**src/rtl/traffic_input_cond_if.sv**
```systemverilog
// Signal bundle between the traffic input-conditioning stage and its neighbours.
// The slave modport is the conditioning block; the master side drives the sensor and clear.
interface traffic_input_cond_if;
   logic s_raw;
   logic clear;
   logic tick_1s;
   logic s_db;
   logic s_rise;
   logic s_req;

   modport master (
      output s_raw,
      output clear,
      input  tick_1s,
      input  s_db,
      input  s_rise,
      input  s_req
   );

   modport slave (
      input  s_raw,
      input  clear,
      output tick_1s,
      output s_db,
      output s_rise,
      output s_req
   );
endinterface

```
**src/rtl/traffic_input_cond.sv**
```systemverilog
// Input conditioning for the traffic-light controller: 1 s tick, sensor sync/debounce, request.
// Optional post-vehicle request hold is compiled in with `define SENSOR_HOLD_EN.
module traffic_input_cond #(
   parameter int TICK_DIV   = 50000000,
   parameter int DB_CYCLES  = 500000,
   parameter int HOLD_TICKS = 3
) (
   input  logic                 clk,
   input  logic                 rst_n,
   traffic_input_cond_if.slave  bus
);

   localparam int CW = $clog2(TICK_DIV);
   localparam int DW = $clog2(DB_CYCLES + 1);

   logic          sync1_q, sync2_q;
   logic [CW-1:0] cnt_q, cnt_d;
   logic          tick_q, tick_d;
   logic [DW-1:0] db_cnt_q, db_cnt_d;
   logic          s_db_q, s_db_d;
   logic          s_rise_q, s_rise_d;

   always_comb begin
      cnt_d  = cnt_q + CW'(1);
      tick_d = 1'b0;
      if (bus.clear) begin
         cnt_d = '0;
      end else if (cnt_q == CW'(TICK_DIV - 1)) begin
         cnt_d  = '0;
         tick_d = 1'b1;
      end
   end

   // Any cycle where the synchronized input agrees with s_db restarts the count.
   always_comb begin
      s_db_d   = s_db_q;
      db_cnt_d = db_cnt_q + DW'(1);
      if (sync2_q == s_db_q) begin
         db_cnt_d = '0;
      end else if (db_cnt_q == DW'(DB_CYCLES - 1)) begin
         s_db_d   = sync2_q;
         db_cnt_d = '0;
      end
      s_rise_d = s_db_d & ~s_db_q;
   end

   always_ff @(posedge clk or negedge rst_n) begin
      if (!rst_n) begin
         sync1_q  <= 1'b0;
         sync2_q  <= 1'b0;
         cnt_q    <= '0;
         tick_q   <= 1'b0;
         db_cnt_q <= '0;
         s_db_q   <= 1'b0;
         s_rise_q <= 1'b0;
      end else begin
         sync1_q  <= bus.s_raw;
         sync2_q  <= sync1_q;
         cnt_q    <= cnt_d;
         tick_q   <= tick_d;
         db_cnt_q <= db_cnt_d;
         s_db_q   <= s_db_d;
         s_rise_q <= s_rise_d;
      end
   end

`ifdef SENSOR_HOLD_EN
   localparam int HW = (HOLD_TICKS < 1) ? 1 : $clog2(HOLD_TICKS + 1);

   logic [HW-1:0] hold_cnt_q, hold_cnt_d;

   // Falling s_db loads the hold; the load takes priority over a coincident tick.
   always_comb begin
      hold_cnt_d = hold_cnt_q;
      if (s_db_q && !s_db_d) begin
         hold_cnt_d = HW'(HOLD_TICKS);
      end else if (!s_db_q && s_db_d) begin
         hold_cnt_d = '0;
      end else if (tick_q && (hold_cnt_q != '0)) begin
         hold_cnt_d = hold_cnt_q - HW'(1);
      end
   end

   always_ff @(posedge clk or negedge rst_n) begin
      if (!rst_n) begin
         hold_cnt_q <= '0;
      end else begin
         hold_cnt_q <= hold_cnt_d;
      end
   end

   assign bus.s_req = s_db_q | (hold_cnt_q != '0);
`else
   assign bus.s_req = s_db_q;
`endif

   assign bus.tick_1s = tick_q;
   assign bus.s_db    = s_db_q;
   assign bus.s_rise  = s_rise_q;

endmodule
```
**src/flat_wrapper.sv**
```systemverilog
// flat-port wrapper written by rule: the top's interface ports become plain ports
module traffic_input_cond_flat 
#(
   parameter int TICK_DIV   = 50000000,
   parameter int DB_CYCLES  = 500000,
   parameter int HOLD_TICKS = 3
)
  (clk, rst_n, bus_s_raw, bus_clear, bus_tick_1s, bus_s_db, bus_s_rise, bus_s_req);
  traffic_input_cond_if bus_i ();
  input  logic clk;
  input  logic rst_n;
  input wire logic [$bits(bus_i.s_raw)-1:0] bus_s_raw;
  input wire logic [$bits(bus_i.clear)-1:0] bus_clear;
  output wire logic [$bits(bus_i.tick_1s)-1:0] bus_tick_1s;
  output wire logic [$bits(bus_i.s_db)-1:0] bus_s_db;
  output wire logic [$bits(bus_i.s_rise)-1:0] bus_s_rise;
  output wire logic [$bits(bus_i.s_req)-1:0] bus_s_req;
  assign bus_i.s_raw = bus_s_raw;
  assign bus_i.clear = bus_clear;
  assign bus_tick_1s = bus_i.tick_1s;
  assign bus_s_db = bus_i.s_db;
  assign bus_s_rise = bus_i.s_rise;
  assign bus_s_req = bus_i.s_req;
  traffic_input_cond #(.TICK_DIV(TICK_DIV), .DB_CYCLES(DB_CYCLES), .HOLD_TICKS(HOLD_TICKS)) u_core (.clk(clk), .rst_n(rst_n), .bus(bus_i));
endmodule
```
**config.mk**
```make
export PLATFORM = sky130hd
export DESIGN_NAME = traffic_input_cond_flat
export DESIGN_NICKNAME = d
export VERILOG_FILES = /design/src/rtl/traffic_input_cond_if.sv /design/src/rtl/traffic_input_cond.sv /design/src/flat_wrapper.sv
export SDC_FILE = /design/constraint.sdc
export NUM_CORES = 1
export LEC_CHECK = 0
export CORE_UTILIZATION = 45
export DETAILED_ROUTE_END_ITERATION = 10
export DONT_BUFFER_PORTS = 1
export GPL_TIMING_DRIVEN = 0
export SLEW_MARGIN = 20
export SYNTH_ARGS = -nofsm -noshare
export SYNTH_HDL_FRONTEND = slang
export SYNTH_SLANG_ARGS = --single-unit
```
**constraint.sdc**
```tcl
create_clock -name clk -period 2 [get_ports clk]
set_clock_uncertainty 0.2 [all_clocks]
set_input_delay 0.3 -clock clk [delete_from_list [all_inputs] [get_ports clk]]
set_output_delay 0.3 -clock clk [all_outputs]
set_load 0.005 [all_outputs]
```
# Word-level counts from Yosys, hierarchy flattened

Index checks and enable logic that the tools add are counted.

Add/subtract/negate cells: 2
Equal/unequal tests: 3
Mux-type cells: 8
Bitwise logic cells: 2

Operators by type and width:

| operator                                                        | number |
|---|---|
| 26-bit two-way mux                                              | 2 |
| 19-bit two-way mux                                              | 2 |
| 26-bit by 1-bit adder with 26-bit output, second input constant | 1 |
| 26-bit == test, second input constant                           | 1 |
| 19-bit by 1-bit adder with 19-bit output, second input constant | 1 |
| 19-bit == test, second input constant                           | 1 |
| 1-bit two-way mux                                               | 4 |
| 1-bit AND                                                       | 1 |
| 1-bit == test                                                   | 1 |
| 1-bit inverter                                                  | 1 |

Register bits after elaboration: 50
Input bits: 4
Word-level logic and storage cells: 22

# Depth between registers and ports, before layout

Gate-level depths: netlist of the first run.

Word-level depth: 4
Depth in mapped cells: 6

# Worst setup path before layout of the first run

Ideal clock, no wire load.

Path kind: reg-to-reg
Start: reg u_core.db_cnt_q[0]
End: reg u_core.db_cnt_q[16]
Library setup time: 0.078 ns
Arrival time: 1.709 ns
Path slack: 0.013 ns
Stages on the path, launching flop included: 7
Buffers on the path: 1
Cells stage by stage: dfrtp_1 -> ha_1 -> nand4_1 -> or2_1 -> clkbuf_1 -> or4_1 -> a21oi_1

Word-level cells in the longest chain between the ends: 3
Elaborated cells between the ends (all ways): 4
Those cells by class: add/sub: 1; eq/ne: 1; mux: 2

Ends and longest elaborated chain:

| what                                                                              | RTL line                                           | text |
|---|---|---|
| from (decl)                                                                       | traffic_input_cond.sv:19                           | `logic [DW-1:0] db_cnt_q, db_cnt_d;` |
| from (signal assigned)                                                            | traffic_input_cond.sv:61                           | `db_cnt_q <= db_cnt_d;` |
| 19-bit by 1-bit adder with 19-bit output / 19-bit == test (equally long branches) | traffic_input_cond.sv:37, traffic_input_cond.sv:40 |  |
| 19-bit two-way mux *                                                              | traffic_input_cond.sv:40                           | `end else if (db_cnt_q == DW'(DB_CYCLES - 1)) begin` |
| 19-bit two-way mux *                                                              | traffic_input_cond.sv:38                           | `if (sync2_q == s_db_q) begin` |
| net u_core.db_cnt_d[16]                                                           | traffic_input_cond.sv:19                           |  |

The timed path passes the listed nets; every way through them passes the cells marked *.

# Worst setup path in the final report of the first run

Start: reg u_core.db_cnt_q[1]
End: reg u_core.s_db_q, in the netlist u_core.bus.s_db

Word-level cells in the longest chain between the ends: 3

Ends and longest elaborated chain:

| what                 | RTL line                 | text |
|---|---|---|
| 19-bit == test       | traffic_input_cond.sv:40 |  |
| 1-bit two-way mux    | traffic_input_cond.sv:40 |  |
| 1-bit two-way mux    | traffic_input_cond.sv:38 |  |
| net u_core.s_db_d    | traffic_input_cond.sv:20 | `logic s_db_q, s_db_d;` |
| to (signal assigned) | traffic_input_cond.sv:54 | `s_db_q <= 1'b0;` |
| to (signal assigned) | traffic_input_cond.sv:62 | `s_db_q <= s_db_d;` |
| to (decl)            | traffic_input_cond.sv:20 |  |

The timed path passes the listed nets, and every way through them passes these cells.

==> results of run 1 <==
==> cell type report <==
| class | count | share of cell area [%] |
|---|---|---|
| clock buffers | 5 | 2.30 |
| inverters | 9 | 1.13 |
| plain buffers | 5 | 1.63 |
| repair buffers | 32 | 8.95 |
| flip-flops and latches | 50 | 41.9 |
| well taps | 70 | 2.93 |
| clock inverters | 3 | 0.711 |
| multi-input cells | 185 | 40.4 |
==> synth_stat cells (2+ instances only) <==
library cell               n
sky130_fd_sc_hd__dfrtp_1  50
sky130_fd_sc_hd__nor2_1   30
sky130_fd_sc_hd__a21oi_1  17
sky130_fd_sc_hd__xnor2_1  17
sky130_fd_sc_hd__nand3_1  16
sky130_fd_sc_hd__nand2_1  13
sky130_fd_sc_hd__nand4_1  13
sky130_fd_sc_hd__or3_1    13
sky130_fd_sc_hd__o21ai_0  11
sky130_fd_sc_hd__inv_1     9
sky130_fd_sc_hd__xor2_1    8
sky130_fd_sc_hd__or4_1     7
sky130_fd_sc_hd__and3_1    6
sky130_fd_sc_hd__nor3_1    6
sky130_fd_sc_hd__and4_1    5
sky130_fd_sc_hd__buf_2     5
sky130_fd_sc_hd__o31ai_1   5
sky130_fd_sc_hd__nor4_1    4
sky130_fd_sc_hd__ha_1      2
sky130_fd_sc_hd__nor3b_1   2
==> state kept, by name, summed over array words and instances (netlist names) <==
register / cells
u_core.cnt_q: 26
u_core.bus.s_rise: 1
u_core.db_cnt_q: 19
u_core.bus.s_db: 1
u_core.bus.tick_1s: 1
u_core.sync1_q: 1
u_core.sync2_q: 1
==> through the flow <==
step,instance area [µm²],util [%],instances
2_1_floorplan,2450,-,251
3_3_place_gp,2530,49.0,321
3_5_place_dp,2530,49.0,321
4_1_cts,2840,54.9,348
5_1_grt,2990,57.8,359
6_report,2990,57.8,359
==> what timing repair did <==
item / in CTS / in global routing
cloned: 1 / 0
endpoints found under the hold margin: 54 / 0
resized for setup: 11 / 15
buffers inserted: 14 / 13
endpoints found under the setup margin: 37 / 33
hold buffers: 4 / 0
pin swaps: 6 / 8
==> power groups by stage <==
stage	clock network (W)	logic, W	registers (W)
2_1_floorplan	0	0.0000289	0.00105
3_3_place_gp	0	0.0000382	0.00106
3_5_place_dp	0	0.0000383	0.00106
4_1_cts	0.000629	0.0000900	0.00103
5_1_grt	0.000653	0.000107	0.00104
6_report	0.000600	0.0000960	0.00104
==> metal layers <==
metal / GRT usage [%] / wire length (µm)
met5: 0 / 0
met4: 8.44 / 128
met3: 4.10 / 171
met2: 36.0 / 2730
met1: 24.5 / 2380
==> worst max path at each step <==
stage,cells past startpoint,slack (ns),end
floorplan,6,0.01,u_core.db_cnt_q[16]
global placement,5,-0.25,u_core.cnt_q[5]
detailed placement,5,-0.27,u_core.db_cnt_q[12]
CTS,5,0.00009,u_core.db_cnt_q[16]
global route,5,-0.05,u_core.bus.s_db
finish,5,-0.006,u_core.bus.s_db
==> cell families after synthesis <==
| group | synth area share [%] |
|---|---|
| simple gates | 27.1 |
| xor+xnor | 8.95 |
| compound gates | 8.44 |
| mux | 0.460 |
| fa+ha+maj | 1.02 |
| buf+inv | 2.86 |
| flops | 51.1 |
==> worst max-delay path, cell delays in order (launching register included) <==
cell	delay, ns
sky130_fd_sc_hd__dfrtp_1	0.43
sky130_fd_sc_hd__ha_4	0.17
sky130_fd_sc_hd__nand4_1	0.12
sky130_fd_sc_hd__buf_4	0.17
sky130_fd_sc_hd__or4_4	0.53
sky130_fd_sc_hd__mux2_2	0.29
==> flow_summary.toml, run 1 <==
[yosys]
syn_area_um2 = 2450
synth_warnings = 0
synth_top_area_cell = "sky130_fd_sc_hd__dfrtp_1"
postSynthCellCount = 251
ys_async_sr_fraction_pct = 100
top_flip_flop_cell_by_instance_count_after_synthesis = "sky130_fd_sc_hd__dfrtp_1"
synth_top_cells_by_area = "sky130_fd_sc_hd__dfrtp_1, sky130_fd_sc_hd__xnor2_1, sky130_fd_sc_hd__nor2_1"
synth_area_per_cell_um2 = 9.75
syn_nets = 257
yosys.area.top_type_share_pct = 51.1
edff_count_synth = 0
synth.lib_cells_used.distinct = 32
ys_seq_area_share_pct = 51.1
ys_seq_elements = 50

[route]
avgRoutedWirePerCell_um = 15.1
detailroute.via_count = 2022
route.detailed.vias_per_inst = 5.63
drt_iter0_drc = 98
antenna_left = 0
routed_wl_mm = 5.42
drt_pass1_iterations = 4
post-route-drc-count = 0

[grt]
global_route.overflow_total = 0
grt_antenna_before_repair = 0
grt_first_pass_wirelength_mm = 8.63
grt_usage_pct = 20.5
first_global_vias = 1901
grt_start_max_net_pins = 51

[critical_path]
reg2reg_to = "u_core.bus.s_db"
crit_path_max_fanout = 3
worstReg2RegStart = "u_core.db_cnt_q[1]"
worst-setup-path-type = "flip-flop to flip-flop"
critical_path_startpoint = "u_core.db_cnt_q[1]"
r2r_setup_slack_ns = -0.006
timing.critical_path.required_ns = 2.00
cp_capture_type = "flip-flop"
start_kind = "flip-flop"
worstRegToRegCells = 5
worst_ep_arrival_time_ns = 2.01

[power_and_ir_drop]
vdd_ir_drop_max_mv = 0.334
power_per_cell_area_nw_per_um2 = 579
clockPowerShare_pct = 34.6
finalPower_w = 0.00173
p_int_w = 0.00131
cellLeakagePower_nw = 1.20
pwr-share-comb_pct = 5.5
sw_frac_of_total_pct = 24.4
total_switching_power_w = 0.000422
seq_power_share_pct = 59.8

[sta]
totalNegativeSetupSlack_ns = -0.00628
min_period_over_period_pct = 100
setup_failing_eps_final = 1
rsz0062_at_grt = "yes"
final.hold.worst_slack_ns = 0.0481
finalMaxSlewViolations = 0
finalWorstPathRequiredPeriod_ns = 2.01
finalHoldViolCount = 0
worst-slew-pin-transition_ns = 0.353
slew_headroom_pct = 76.4
clock.fmax_mhz = 498
final_critical_path_setup_slack_ns = -0.00628

[place]
io_buffer_count = 0
gp_congestion = 0.792
worst_slack_after_detailed_placement_ns = -0.266
post-dp-hpwl_mm = 3.21

[die]
chipWidth_um = 75.7
dieHeight_um = 75.7
ios = 8
die_area_um2 = 5740
core_um2 = 5170
core.rowCount = 26
start_util_pct = 47.3

[cts]
cts.root.buffer_cell = "sky130_fd_sc_hd__clkbuf_8"
cts_buffer_depth = 2
cts.reportedPaths.clkPinSlew_ns = 0.10
cts_max_level = 2
numCtsBuffers = 5
clock_insertion_delay_worst_skew_ns = 0.31
num_clock_sinks = 50
tritoncts = "done"

[worst_hold_path]
worst_hold_path.num_cells = 2
holdPathEnd = "u_core.cnt_q[1]"
hold_path.startpoint = "bus_clear"
hp-class = "input pin to flip-flop"

[final_layout]
syn_to_final_growth_pct = 22.2
filler_cell_count = 440
layout.cells.most_common_list = "sky130_fd_sc_hd__dfrtp_1, sky130_fd_sc_hd__nor2_1, sky130_fd_sc_hd__buf_4"
multi_input_area_um2 = 1210
antenna-diode-count = 0
finalNetCount = 294
sequential_cell_area_um2 = 1250
drive_gt1_share_pct = 21.1
final_common_cell = "sky130_fd_sc_hd__dfrtp_1"

[run_status]
outcome = "finished with violations"
violated_checks = "setup timing"

[flow_run]
drv_cap = 0
No activity file was read; power rests on OpenSTA's default activity.
==> run 2: changes to the inputs <==
--- a/config.mk
+++ b/config.mk
@@ -5,6 +5,7 @@
 export SDC_FILE = /design/constraint.sdc
 export NUM_CORES = 1
 export LEC_CHECK = 0
+export CAP_MARGIN = 40
 export CORE_UTILIZATION = 45
 export DETAILED_ROUTE_END_ITERATION = 10
 export DONT_BUFFER_PORTS = 1
==> results of run 2 <==
No change in the layout: final DEF, timing and power equal those of run 1.
==> run 3: changes to the inputs <==
--- a/config.mk
+++ b/config.mk
@@ -10,6 +10,7 @@
 export DETAILED_ROUTE_END_ITERATION = 10
 export DONT_BUFFER_PORTS = 1
 export GPL_TIMING_DRIVEN = 0
+export HOLD_SLACK_MARGIN = 0.15
 export SLEW_MARGIN = 20
 export SYNTH_ARGS = -nofsm -noshare
 export SYNTH_HDL_FRONTEND = slang
==> flow_summary.toml, run 3 (synthesis results as in run 1) <==
[run_status]
outcome = "finished with violations"
violated_checks = "setup timing"

[final_layout]
filler_cell_count = 440
final_common_cell = "sky130_fd_sc_hd__dfrtp_1"
drive_gt1_share_pct = 21.1
syn_to_final_growth_pct = 22.2
final_design_area_no_fill_um2 = 2990
layout.cells.most_common_list = "sky130_fd_sc_hd__dfrtp_1, sky130_fd_sc_hd__nor2_1, sky130_fd_sc_hd__buf_4"
largest_register_ff_count = 26
layoutNonFillerInstCount = 359
antenna-diode-count = 0
multi_input_area_um2 = 1210
reg.largest.list = "u_core.cnt_q: 26 flops, u_core.db_cnt_q: 19 flops"
sequential_cell_area_um2 = 1250
post-route-util_pct = 57.8
registers.top_by_ff_count = "u_core.cnt_q"
finalNetCount = 294

[route]
routed-wl-met3_um = 148
met1_length_mm = 2.40
post-route-drc-count = 0
route.detailed.vias_per_inst = 5.62
met2RoutedLength_mm = 2.72
routed_wl_mm = 5.40
drt_iter0_drc = 110
antenna_left = 0
detailroute.via_count = 2016
highest_routed_layer = "met4"
drt_pass1_iterations = 4
avgRoutedWirePerCell_um = 15.0

[cts]
cts_max_level = 2
cts_buffer_depth = 2
cts.root.buffer_cell = "sky130_fd_sc_hd__clkbuf_8"
cts.reportedPaths.clkPinSlew_ns = 0.10
numCtsBuffers = 5
num_clock_sinks = 50
tritoncts = "done"
clock_insertion_delay_worst_skew_ns = 0.31

[critical_path]
worst_ep_arrival_time_ns = 2.01
crit_path_top_delay_cell = "sky130_fd_sc_hd__or4_4"
start_kind = "flip-flop"
cp_capture_type = "flip-flop"
worst-setup-path-type = "flip-flop to flip-flop"
timing.critical_path.required_ns = 2.00
critPathMaxStageDelay_ns = 0.53
crit_path_max_fanout = 3
r2r_setup_slack_ns = -0.006
worstPathCellList = "ha_4 -> nand4_1 -> buf_4 -> or4_4 -> mux2_2"

[place]
post-dp-hpwl_mm = 3.21
dpl.cell_count = 321
place_area_um2 = 2530
gp_congestion = 0.792
worst_slack_after_detailed_placement_ns = -0.266
io_buffer_count = 0

[die]
chipWidth_um = 75.7
core_um2 = 5170
die_area_um2 = 5740
ios = 8
core.rowCount = 26
dieHeight_um = 75.7
start_util_pct = 47.3

[sta]
clock.fmax_mhz = 498
finalWorstPathRequiredPeriod_ns = 2.01
slew_headroom_pct = 76.4
finalHoldViolCount = 0
worst-slew-pin-transition_ns = 0.353
final_critical_path_setup_slack_ns = -0.00628
min_period_over_period_pct = 100
rsz0062_at_grt = "yes"
setup_failing_eps_final = 1
finalMaxSlewViolations = 0

[power_and_ir_drop]
vdd_ir_drop_max_mv = 0.334
finalPower_w = 0.00173
power_per_cell_area_nw_per_um2 = 579
cellLeakagePower_nw = 1.20

[grt]
first_global_vias = 1897
grt_start_max_net_pins = 51
grt_usage_pct = 20.5
grt_antenna_before_repair = 0
global_route.overflow_total = 0
grt_first_pass_wirelength_mm = 8.62

[worst_hold_path]
hp-class = "flip-flop to flip-flop"

[flow_run]
drv_cap = 0
-- run 3: report_power, final --
part | internal [W] | leakage (nW) | switching [W]
combinational | 0.0000426 | 0.475 | 0.0000535
clock | 0.000247 | 0.0441 | 0.000354
sequential | 0.00102 | 0.686 | 0.0000154
-- run 3: stage by stage --
step / TNS [ns] / hold slack (ns)
2_1_floorplan: 0 / -0.196
4_1_cts: 0 / 0.168
6_report: -0.00628 / 0.163
3_5_place_dp: -6.73 / -0.195
5_1_grt: -0.246 / 0.187
3_3_place_gp: -7.70 / -0.195
-- run 3: area by class of cell --
cell class | instances | area share [%]
inverters | 9 | 1.13
clock buffers | 5 | 2.30
flip-flops and latches | 50 | 41.9
clock inverters | 3 | 0.711
well taps | 70 | 2.93
multi-input cells | 185 | 40.4
plain buffers | 5 | 1.63
repair buffers | 32 | 8.95
-- run 3: critical path: cells and delay by family (launching register included) --
| kind | cells | cell delay (ns) |
|---|---|---|
| fa+ha+maj | 1 | 0.17 |
| buf+inv | 1 | 0.17 |
| flops | 1 | 0.43 |
| mux | 1 | 0.29 |
| simple gates | 2 | 0.65 |
-- run 3: final timing paths --
kind,startpoint,endpoint,depth (start not counted)
setup / recovery,u_core.db_cnt_q[1],u_core.bus.s_db,5
hold / removal,u_core.sync1_q,u_core.sync2_q,0
setup reg to reg,u_core.db_cnt_q[1],u_core.bus.s_db,5
hold reg to reg,u_core.sync1_q,u_core.sync2_q,0
max in group asynchronous,rst_n,u_core.cnt_q[8],2
min in group asynchronous,rst_n,u_core.bus.s_db,2
-- run 3: repair_timing --
action,in CTS,in global routing
gates resized for setup,11,15
gates cloned,1,0
pin swaps,6,8
setup endpoints to repair,37,33
hold buffers,4,0
hold endpoints to repair,56,0
buffers inserted,14,13
-- run 3: routing by layer --
| layer | track usage (%) | up-vias |
|---|---|---|
| li1 | - | 974 |
| met2 | 36.0 | 39 |
| met1 | 24.4 | 990 |
| met3 | 4.10 | 13 |
| met5 | 0 | - |
| met4 | 8.44 | 0 |
